File: config.mk
export PLATFORM = sky130hd
export DESIGN_NAME = ble_cmd_rx
export DESIGN_NICKNAME = d
export VERILOG_FILES = /design/src/rtl/ble_cmd_pkg.sv /design/src/rtl/uart_byte_rx.sv /design/src/rtl/ble_cmd_rx.sv
export SDC_FILE = /design/constraint.sdc
export NUM_CORES = 1
export LEC_CHECK = 0
export CAP_MARGIN = 20
export CORE_UTILIZATION = 63
export DETAILED_ROUTE_END_ITERATION = 8
export GPL_TIMING_DRIVEN = 0
export PLACE_DENSITY_LB_ADDON = 0.2
export SYNTH_ARGS = -nofsm -noshare
export SYNTH_HDL_FRONTEND = slang
export SYNTH_HIERARCHICAL = 1
export SYNTH_SLANG_ARGS = --single-unit
File: constraint.sdc
create_clock -name clk -period 4.8 [get_ports clk]
set_clock_uncertainty 0.15 [all_clocks]
set_input_delay 1.44 -clock clk [delete_from_list [all_inputs] [get_ports clk]]
set_output_delay 1.44 -clock clk [all_outputs]
set_load 0.01 [all_outputs]
File: src/rtl/ble_cmd_pkg.sv
// ble_cmd_pkg: shared state types and frame constants for the BLE command receiver
package ble_cmd_pkg;
    typedef enum logic {IDLE, RECV} bit_state_t;
    typedef enum logic {WAIT_HI, WAIT_LO} byte_state_t;
    localparam int DEFAULT_BAUD_DIV = 2604;
    localparam int FRAME_BITS = 10;
endpackage

File: src/rtl/uart_byte_rx.sv
// uart_byte_rx: synchronised 8N1 byte receiver with mid-bit sampling and false-start rejection
module uart_byte_rx
    import ble_cmd_pkg::*;
#(
    parameter int BAUD_DIV = DEFAULT_BAUD_DIV
) (
    input  logic       clk,
    input  logic       rst_n,
    input  logic       rx,
    output logic       start,
    output logic       busy,
    output logic       byte_rdy,
    output logic [7:0] data,
    output logic       frame_err
);
    localparam logic [11:0] HALF   = 12'(BAUD_DIV / 2);
    localparam logic [11:0] RELOAD = 12'(BAUD_DIV - 1);
    localparam logic [3:0]  LAST   = 4'(FRAME_BITS - 1);

    bit_state_t            state, state_nxt;
    logic                  rx_ff1, rx_ff2, rx_ff3;
    logic [11:0]           baud_cnt;
    logic [3:0]            bit_cnt;
    logic [FRAME_BITS-1:0] shift;
    logic                  tick;

    assign start = state == IDLE && rx_ff3 && !rx_ff2;
    assign tick  = state == RECV && baud_cnt == 12'd0;
    assign busy  = state == RECV;
    assign data  = shift[8:1];

    always_comb begin
        state_nxt = state;
        if (start)
            state_nxt = RECV;
        else if (tick && ((bit_cnt == 4'd0 && rx_ff2) || bit_cnt == LAST))
            state_nxt = IDLE;
    end

    always_ff @(posedge clk or negedge rst_n)
        if (!rst_n) state <= IDLE;
        else        state <= state_nxt;

    always_ff @(posedge clk or negedge rst_n) begin
        if (!rst_n) begin
            {rx_ff1, rx_ff2, rx_ff3} <= 3'b111;
            baud_cnt  <= '0;
            bit_cnt   <= '0;
            shift     <= '0;
            byte_rdy  <= 1'b0;
            frame_err <= 1'b0;
        end else begin
            {rx_ff1, rx_ff2, rx_ff3} <= {rx, rx_ff1, rx_ff2};
            byte_rdy  <= tick && bit_cnt == LAST && rx_ff2;
            frame_err <= tick && bit_cnt == LAST && !rx_ff2;
            if (start) begin
                baud_cnt <= HALF;
                bit_cnt  <= '0;
            end else if (tick) begin
                baud_cnt <= RELOAD;
                shift    <= {rx_ff2, shift[FRAME_BITS-1:1]};
                bit_cnt  <= bit_cnt + 4'd1;
            end else if (state == RECV) begin
                baud_cnt <= baud_cnt - 12'd1;
            end
        end
    end
endmodule

File: src/rtl/ble_cmd_rx.sv
// ble_cmd_rx: pairs received UART bytes into a 16-bit command with a sticky ready handshake
module ble_cmd_rx
    import ble_cmd_pkg::*;
#(
    parameter int BAUD_DIV = DEFAULT_BAUD_DIV,
    parameter int BYTE_TMO = 1_000_000
) (
    input  logic        clk,
    input  logic        rst_n,
    input  logic        RX,
    input  logic        clr_cmd_rdy,
    output logic [15:0] cmd,
    output logic        cmd_rdy,
    output logic        frame_err
);
    localparam int          TW       = $clog2(BYTE_TMO);
    localparam logic [TW-1:0] TMO_LAST = TW'(BYTE_TMO - 1);

    byte_state_t   bstate, bstate_nxt;
    logic          start, busy, byte_rdy, set;
    logic [7:0]    data, hi_reg;
    logic [TW-1:0] tmo_cnt;

    uart_byte_rx #(.BAUD_DIV(BAUD_DIV)) u_rx (
        .clk       (clk),
        .rst_n     (rst_n),
        .rx        (RX),
        .start     (start),
        .busy      (busy),
        .byte_rdy  (byte_rdy),
        .data      (data),
        .frame_err (frame_err)
    );

    assign set = bstate == WAIT_LO && byte_rdy;

    always_comb begin
        bstate_nxt = bstate;
        if (bstate == WAIT_HI)
            bstate_nxt = byte_rdy ? WAIT_LO : WAIT_HI;
        else if (byte_rdy || frame_err || tmo_cnt == TMO_LAST)
            bstate_nxt = WAIT_HI;
    end

    always_ff @(posedge clk or negedge rst_n)
        if (!rst_n) bstate <= WAIT_HI;
        else        bstate <= bstate_nxt;

    // timeout only runs in the gap between bytes, never while a frame is arriving
    always_ff @(posedge clk or negedge rst_n) begin
        if (!rst_n) begin
            hi_reg  <= '0;
            tmo_cnt <= '0;
            cmd     <= '0;
            cmd_rdy <= 1'b0;
        end else begin
            if (bstate == WAIT_HI && byte_rdy)
                hi_reg <= data;
            tmo_cnt <= (bstate == WAIT_HI || busy) ? '0 : tmo_cnt + 1'b1;
            if (set)
                cmd <= {hi_reg, data};
            cmd_rdy <= set ? 1'b1 :
                       (clr_cmd_rdy || (start && bstate == WAIT_HI)) ? 1'b0 : cmd_rdy;
        end
    end
endmodule
==> summary.txt, run 1 <==
STA
  – Worst slew pin tran: 0.722 ns
  – Slew Limit Fails: 0
  – Setup violators final: 0
  – Total negative setup slack: 0 ns
  – Worst hold margin: about 0.21 ns
  – Min cycle time layout: 2.86 ns
  – Hold Fails Final Rpt: 0
  – Fmax: 350 MHz
  – Slew headroom: 0.518
  – RSZ-0062 raised after global routing: no
  – Tcrit/Tclk final: 0.596

Layout
  – Area occupied by multi-input gates: 1450 um^2
  – Reg with most FFs: tmo_cnt
  – Share of layout cells above drive strength 1: 0.223
  – Area Growth Syn to Fin: 15.6%
  – Largest register FFs: 20
  – Final non-filler cell total: 420
  – Number of filler cells placed in the layout: 334
  – Register area: 1930 um^2
  – Fin area: ~4000 um^2
  – Largest regs: tmo_cnt: 20 flops, cmd: 16 flops, u_rx/baud_cnt: 12 flops
  – Diodes inserted: 0
  – Layout Nets: 355

Clocking
  – CTS tree: built
  – CTS sink count: 77
  – Post-cts gate resize count: 0
  – CTS Hold Bufs: 0
  – CTS H-tree depth: 3
  – Clock slew at reported path FFs: 0.08 ns
  – Root Driver: clkbuf_8
  – CTS buffer count: 9
  – Clk_lat worst skew: 0.34 ns
  – Clock buffer depth: 2
  – Post-CTS repair timing setup buffer count: 0

Worst setup path
  – Worst R2R Start: u_rx/baud_cnt[0]$_DFFE_PN0P_
  – Critical path arrival: between 1 and 1.5 ns
  – Reg-to-reg endpoint: u_rx/baud_cnt[10]$_DFFE_PN0P_
  – Kind of critical path: register to primary output
  – CP Buf/Inv Count: 1
  – Worst-path fanout max: 2
  – R2R cell count: 5
  – CP Cell Sequence: clkdlybuf4s50_1
  – CP Capture Type: primary output
  – Reg2reg setup slack: 2.68 ns
  – Worst setup SP type: register
  – CP delay by family, top: buffers and inverters
  – Required time worst endpoint: 3.21 ns
  – Critical-path top delay cell: clkdlybuf4s50_1
  – CP max stage delay: 0.55 ns

GRT
  – Total grt overflow: 0
  – First-pass GRT wire length: between 10000 and 15000 um
  – Largest net degree at the start of global routing: 52
  – Total GRT Usage: 0.256
  – Vias in the first global route: 2422
  – Initial antenna violation count: 0

Synth
  – Fraction of registers with async set/reset: 1.00
  – Synth top area share: 0.521
  – Syn_area_per_cell: between 10 and 15 um^2
  – Most frequent cells after synthesis: dfrtp_1 (74), mux2_2 (31), nor2_1 (25)
  – Mapped Cells: between 300 and 400
  – Post-Syn Area: 3550 um^2
  – Area leader, netlist: dfrtp_1
  – Most area-consuming cells after synthesis: dfrtp_1 (52%), mux2_2 (9.8%), xnor2_1 (3.0%)
  – Dominant synthesized flop cell: dfrtp_1
  – Sequential-to-total area share from yosys stat: 0.543
  – Mapped Nets: 322
  – EDFF count, synth: 0
  – Top-count cell post-synth: dfrtp_1
  – Distinct cells, synth: 50
  – #FFs+latches synth: slightly below 80
  – Synthesis Warnings: 6

Run
  – Max-cap check violation count: 0

Power
  – Peak supply drop: ~300 uV
  – P per Cell Area: 375 nW/um^2
  – Pleak: around 0.0018 uW
  – Power consumption: 1540 uW

Routing
  – Final ANT Viol Nets: 0
  – Pre-antenna DRT Iters: 4
  – Routed wire length: 6710 um
  – Mean number of vias per cell: 5.86
  – Wire length per cell: 16.0 um
  – Routed vias: around 2500
  – DRT iter0 DRCs: 190
  – DRC Markers: 0

Placed design
  – HPWL Detailed: 4580 um
  – Post-placement cell count: 404
  – Number of port buffers: 21
  – Placer congestion estimate: 0.874
  – Placed Area: ~3900 um^2

Status
  – Status: complete, no violations

Worst hold path
  – Worst Hold Path EP: u_rx/rx_ff2$_DFF_PN1_
  – Hold Path Cell Cnt: 0
  – Min-Delay Startpoint: u_rx/rx_ff1$_DFF_PN1_
  – Hold Crit Class: register to register

Floorplan
  – IO Count: 22
  – Initial core utilization: 0.674
  – Die Area: ~5900 um^2
  – Core footprint: 5270 um^2
  – DIE HEIGHT: 77.1 um
  – Rows: 26
  – Die W: 77.1 um
-- kinds of logic (layout without fill, tap and decap cells) --
kind of cell,Yosys count,after routing,share of synthesized area
XOR/XNOR,13,13,0.0320
multiplexers,34,34,0.107
AO/OA/AOI/OAI,43,43,0.0764
buffers and inverters,35,73,0.0475
adder cells (fa/ha/maj),6,6,0.0211
AND/OR/NAND/NOR,104,104,0.172
flip-flops,77,77,0.543
-- report_power, final --
part | switching (uW) | internal [uW] | total, uW
clock | 222 | 344 | 566
combinational | 110 | 88.3 | 198
sequential | 74.2 | 704 | 779
total | 405 | 1140 | 1540
-- layout by cell type, fill, tap and decap left out, types with 10 or more instances in the layout --
cell type,count
dfrtp_1,74
mux2_2,31
nor2_1,25
clkdlybuf4s50_1,20
nand2_1,18
inv_1,17
a21oi_1,15
xnor2_1,12
nand3_1,11
nand4_1,10
buf_4,10
-- per-layer routing --
layer / up-vias / wire (um) / GRT usage
li1: 1162 / - / -
met1: 1231 / 2960 / 0.338
met2: 59 / 3430 / 0.412
met3: 11 / 184 / 0.0393
met4: 0 / 131 / 0.128
met5: - / 0 / 0
-- cell type report --
| cell class | instances | share of cell area |
|---|---|---|
| clock inverters | 5 | 0.0244 |
| well taps | 70 | 0.0213 |
| inverters | 17 | 0.0155 |
| clock buffers | 11 | 0.0320 |
| plain buffers | 18 | 0.0256 |
| repair buffers | 22 | 0.0573 |
| flip-flops and latches | 77 | 0.470 |
| multi-input cells | 200 | 0.354 |
-- metrics by stage --
stage	setup slack [ns]	util
floorplan	2.83	-
global placement	-0.463	0.731
detailed placement	2.29	0.736
CTS	1.92	0.779
global route	1.90	0.779
finish	1.94	0.779
-- how the worst max path moves through the flow --
stage                                        end  cells after the start                start
finish                                    cmd[7]                      1   cmd[7]$_DFFE_PN0P_
global route                              cmd[4]                      1   cmd[4]$_DFFE_PN0P_
CTS                                       cmd[7]                      1   cmd[7]$_DFFE_PN0P_
detailed placement           cmd_rdy$_DFFE_PN0P_                      5          clr_cmd_rdy
global placement    u_rx/baud_cnt[0]$_DFFE_PN0P_                      1                rst_n
floorplan                                cmd_rdy                      0  cmd_rdy$_DFFE_PN0P_
(Power assumes the default switching activity.)
==> run 2, diff against run 1 <==
Settings changed: CORE_UTILIZATION 63 to 53.
Clock period 4.8 ns to 2.4 ns, I/O delays scaled along.
==> run 2 against run 1 <==
The flow now finishes with violations (design-rule violations). Wire length fell by 6.4%. Die area grew 18%. Utilization shrank 14 points. Non-clock buffer count unchanged. Critical path depth unchanged. Global-route usage decreased by 5.7 points. Setup slack got worse by 1.7 ns. First-iteration DRC count shrank 18%. Clock power is 91% higher.
==> summary.txt, run 2 (synthesis gave the netlist of run 1 again) <==
Clocking
  – CTS tree: built (unchanged)
  – Root Driver: clkbuf_8 (unchanged)
  – CTS buffer count: 9 (unchanged)
  – Clock buffer depth: 2 (unchanged)
  – CTS H-tree depth: 3 (unchanged)
  – Clock slew at reported path FFs: 0.08 ns (about the same)
  – CTS sink count: 77 (unchanged)
  – Post-cts gate resize count: 0 (unchanged)
  – Post-CTS repair timing setup buffer count: 0 (unchanged)
  – CTS Hold Bufs: 0 (unchanged)
  – Clk_lat worst skew: 0.34 ns (about the same)

Power
  – P per Cell Area: 738 nW/um^2 (was 375 nW/um^2)
  – Pleak: 0.00183 uW (about the same)
  – Peak supply drop: 581 uV (was 297 uV)

Layout
  – Most common cell after layout, fill and taps aside: dfrtp_1 (unchanged)
  – Share of layout cells above drive strength 1: 0.229 (was 0.223)
  – Area occupied by multi-input gates: 1450 um^2 (unchanged)
  – Area Growth Syn to Fin: 15.5% (was 15.6%)
  – Largest register FFs: 20 (unchanged)
  – Layout Nets: 355 (unchanged)
  – Register area: 1930 um^2 (unchanged)
  – Largest regs: tmo_cnt: 20 flops, cmd: 16 flops, u_rx/baud_cnt: 12 flops (unchanged)
  – Number of filler cells placed in the layout: 518 (was 334)
  – Diodes inserted: 0 (unchanged)
  – Reg with most FFs: tmo_cnt (unchanged)
  – Most frequent cells in the layout: dfrtp_1 (74), mux2_2 (31), nor2_1 (25) (unchanged)

STA
  – Worst slew pin tran: 0.654 ns (was 0.722 ns)
  – Fmax: ~470 MHz
  – Slew Limit Fails: 0 (unchanged)
  – Setup violators final: 0 (unchanged)
  – Slew headroom: 0.563 (was 0.518)
  – Worst hold margin: 0.120 ns (was 0.207 ns)
  – Tcrit/Tclk final: 0.881
  – Hold Fails Final Rpt: 0 (unchanged)
  – Total negative setup slack: 0 ns (unchanged)
  – Min cycle time layout: 2.11 ns
  – RSZ-0062 raised after global routing: no (unchanged)

Worst setup path
  – Kind of critical path: register to primary output (unchanged)
  – Critical path arrival: 1.24 ns (was 1.27 ns)
  – CP Cell Sequence: clkdlybuf4s50_1 (unchanged)
  – Critical-path top delay cell: clkdlybuf4s50_1 (unchanged)
  – CP delay by family, top: buffers and inverters (unchanged)
  – CP max stage delay: 0.54 ns (was 0.55 ns)
  – CP Buf/Inv Count: 1 (unchanged)
  – CP Capture Type: primary output (unchanged)
  – Reg2reg setup slack: 0.35 ns (was 2.68 ns)
  – Required time worst endpoint: 1.53 ns (was 3.21 ns)
  – Worst-path fanout max: 2 (unchanged)
  – Worst setup SP type: register (unchanged)

Worst hold path
  – Hold Crit Class: input port to asynchronous set/reset pin (was register to register)

Run
  – Max-cap check violation count: 0 (unchanged)

Floorplan
  – DIE HEIGHT: 83.9 um (was 77.1 um)
  – Rows: 29 (was 26)
  – Die Area: 7040 um^2 (was 5940 um^2)
  – Core footprint: 6420 um^2 (was 5270 um^2)
  – IO Count: 22 (unchanged)
  – Die W: 83.9 um (was 77.1 um)
  – Initial core utilization: 0.553 (was 0.674)

Routing
  – DRT iter0 DRCs: 155 (was 190)
  – Mean number of vias per cell: 5.63 (was 5.86)
  – Routed wire length: 6280 um (was 6710 um)
  – Wire length per cell: 14.7 um (was 16.0 um)
  – Routed vias: 2406 (was 2463)
  – Pre-antenna DRT Iters: 6 (was 4)
  – Final ANT Viol Nets: 0 (unchanged)
  – DRC Markers: 8 (was 0)

GRT
  – Vias in the first global route: 2334 (was 2422)
  – Total grt overflow: 0 (unchanged)
  – Initial antenna violation count: 0 (unchanged)
  – Largest net degree at the start of global routing: 55 (was 52)
  – Total GRT Usage: 0.199 (was 0.256)
  – First-pass GRT wire length: 11000 um (was 11600 um)

Status
  – Failing checks: design-rule violations
  – Status: complete, but fails checks (was complete, no violations)

Placed design
  – Number of port buffers: 21 (unchanged)
  – HPWL Detailed: 4310 um (was 4580 um)
  – Placer congestion estimate: 0.779 (was 0.874)
[run 2: cell types whose count changed in the layout (fill, tap and decap cells not counted)]
cell and change:
inv_6 +2, bufinv_16 -1, clkinv_4 +1, clkbuf_1 -2
[run 2: path summary, 6_finish.rpt]
path | startpoint | endpoint | cells after the start
worst max-delay path | cmd[14]$_DFFE_PN0P_ | cmd[14] | 1
worst min-delay path | rst_n | tmo_cnt[17]$_DFF_PN0_ | 1
worst max register to register | u_rx/baud_cnt[4]$_DFFE_PN0P_ | u_rx/shift[1]$_DFFE_PN0P_ | 4
worst min register to register | u_rx/rx_ff1$_DFF_PN1_ | u_rx/rx_ff2$_DFF_PN1_ | 0
max in group asynchronous | rst_n | u_rx/rx_ff3$_DFF_PN1_ | 2
min in group clk | u_rx/rx_ff1$_DFF_PN1_ | u_rx/rx_ff2$_DFF_PN1_ | 0
[run 2: layout make-up]
type	instances	share of cell area
flip-flops and latches	77	0.470
multi-input cells	200	0.354
repair buffers	22	0.0573
clock buffers	9	0.0302
plain buffers	18	0.0256
clock inverters	7	0.0235
well taps	77	0.0235
inverters	17	0.0155
[run 2: power by group]
group	internal [uW]	switching, uW	leakage [uW]
Clock	591	489	0.000114
Sequential	1410	148	0.00104
Combinational	176	218	0.000677
[run 2: metal layers]
| metal | GRT usage | wire (um) | vias to the layer above |
|---|---|---|---|
| met2 | 0.312 | 2920 | 36 |
| li1 | - | - | 1162 |
| met4 | 0.0752 | 89 | 0 |
| met1 | 0.276 | 3130 | 1199 |
| met5 | 0 | 0 | - |
| met3 | 0.0356 | 143 | 9 |
[run 2: metrics by stage]
step	power, uW	utilization	instance area [um^2]	instances	setup slack [ns]
final	3030	0.639	4110	427	0.286
after global routing	3190	0.639	4110	427	0.170
after CTS	3060	0.639	4110	427	0.262
after detailed placement	1970	0.605	3880	411	0.375
after global placement	1950	0.601	3860	410	-2.21
after floorplan	1850	-	3550	312	0.583
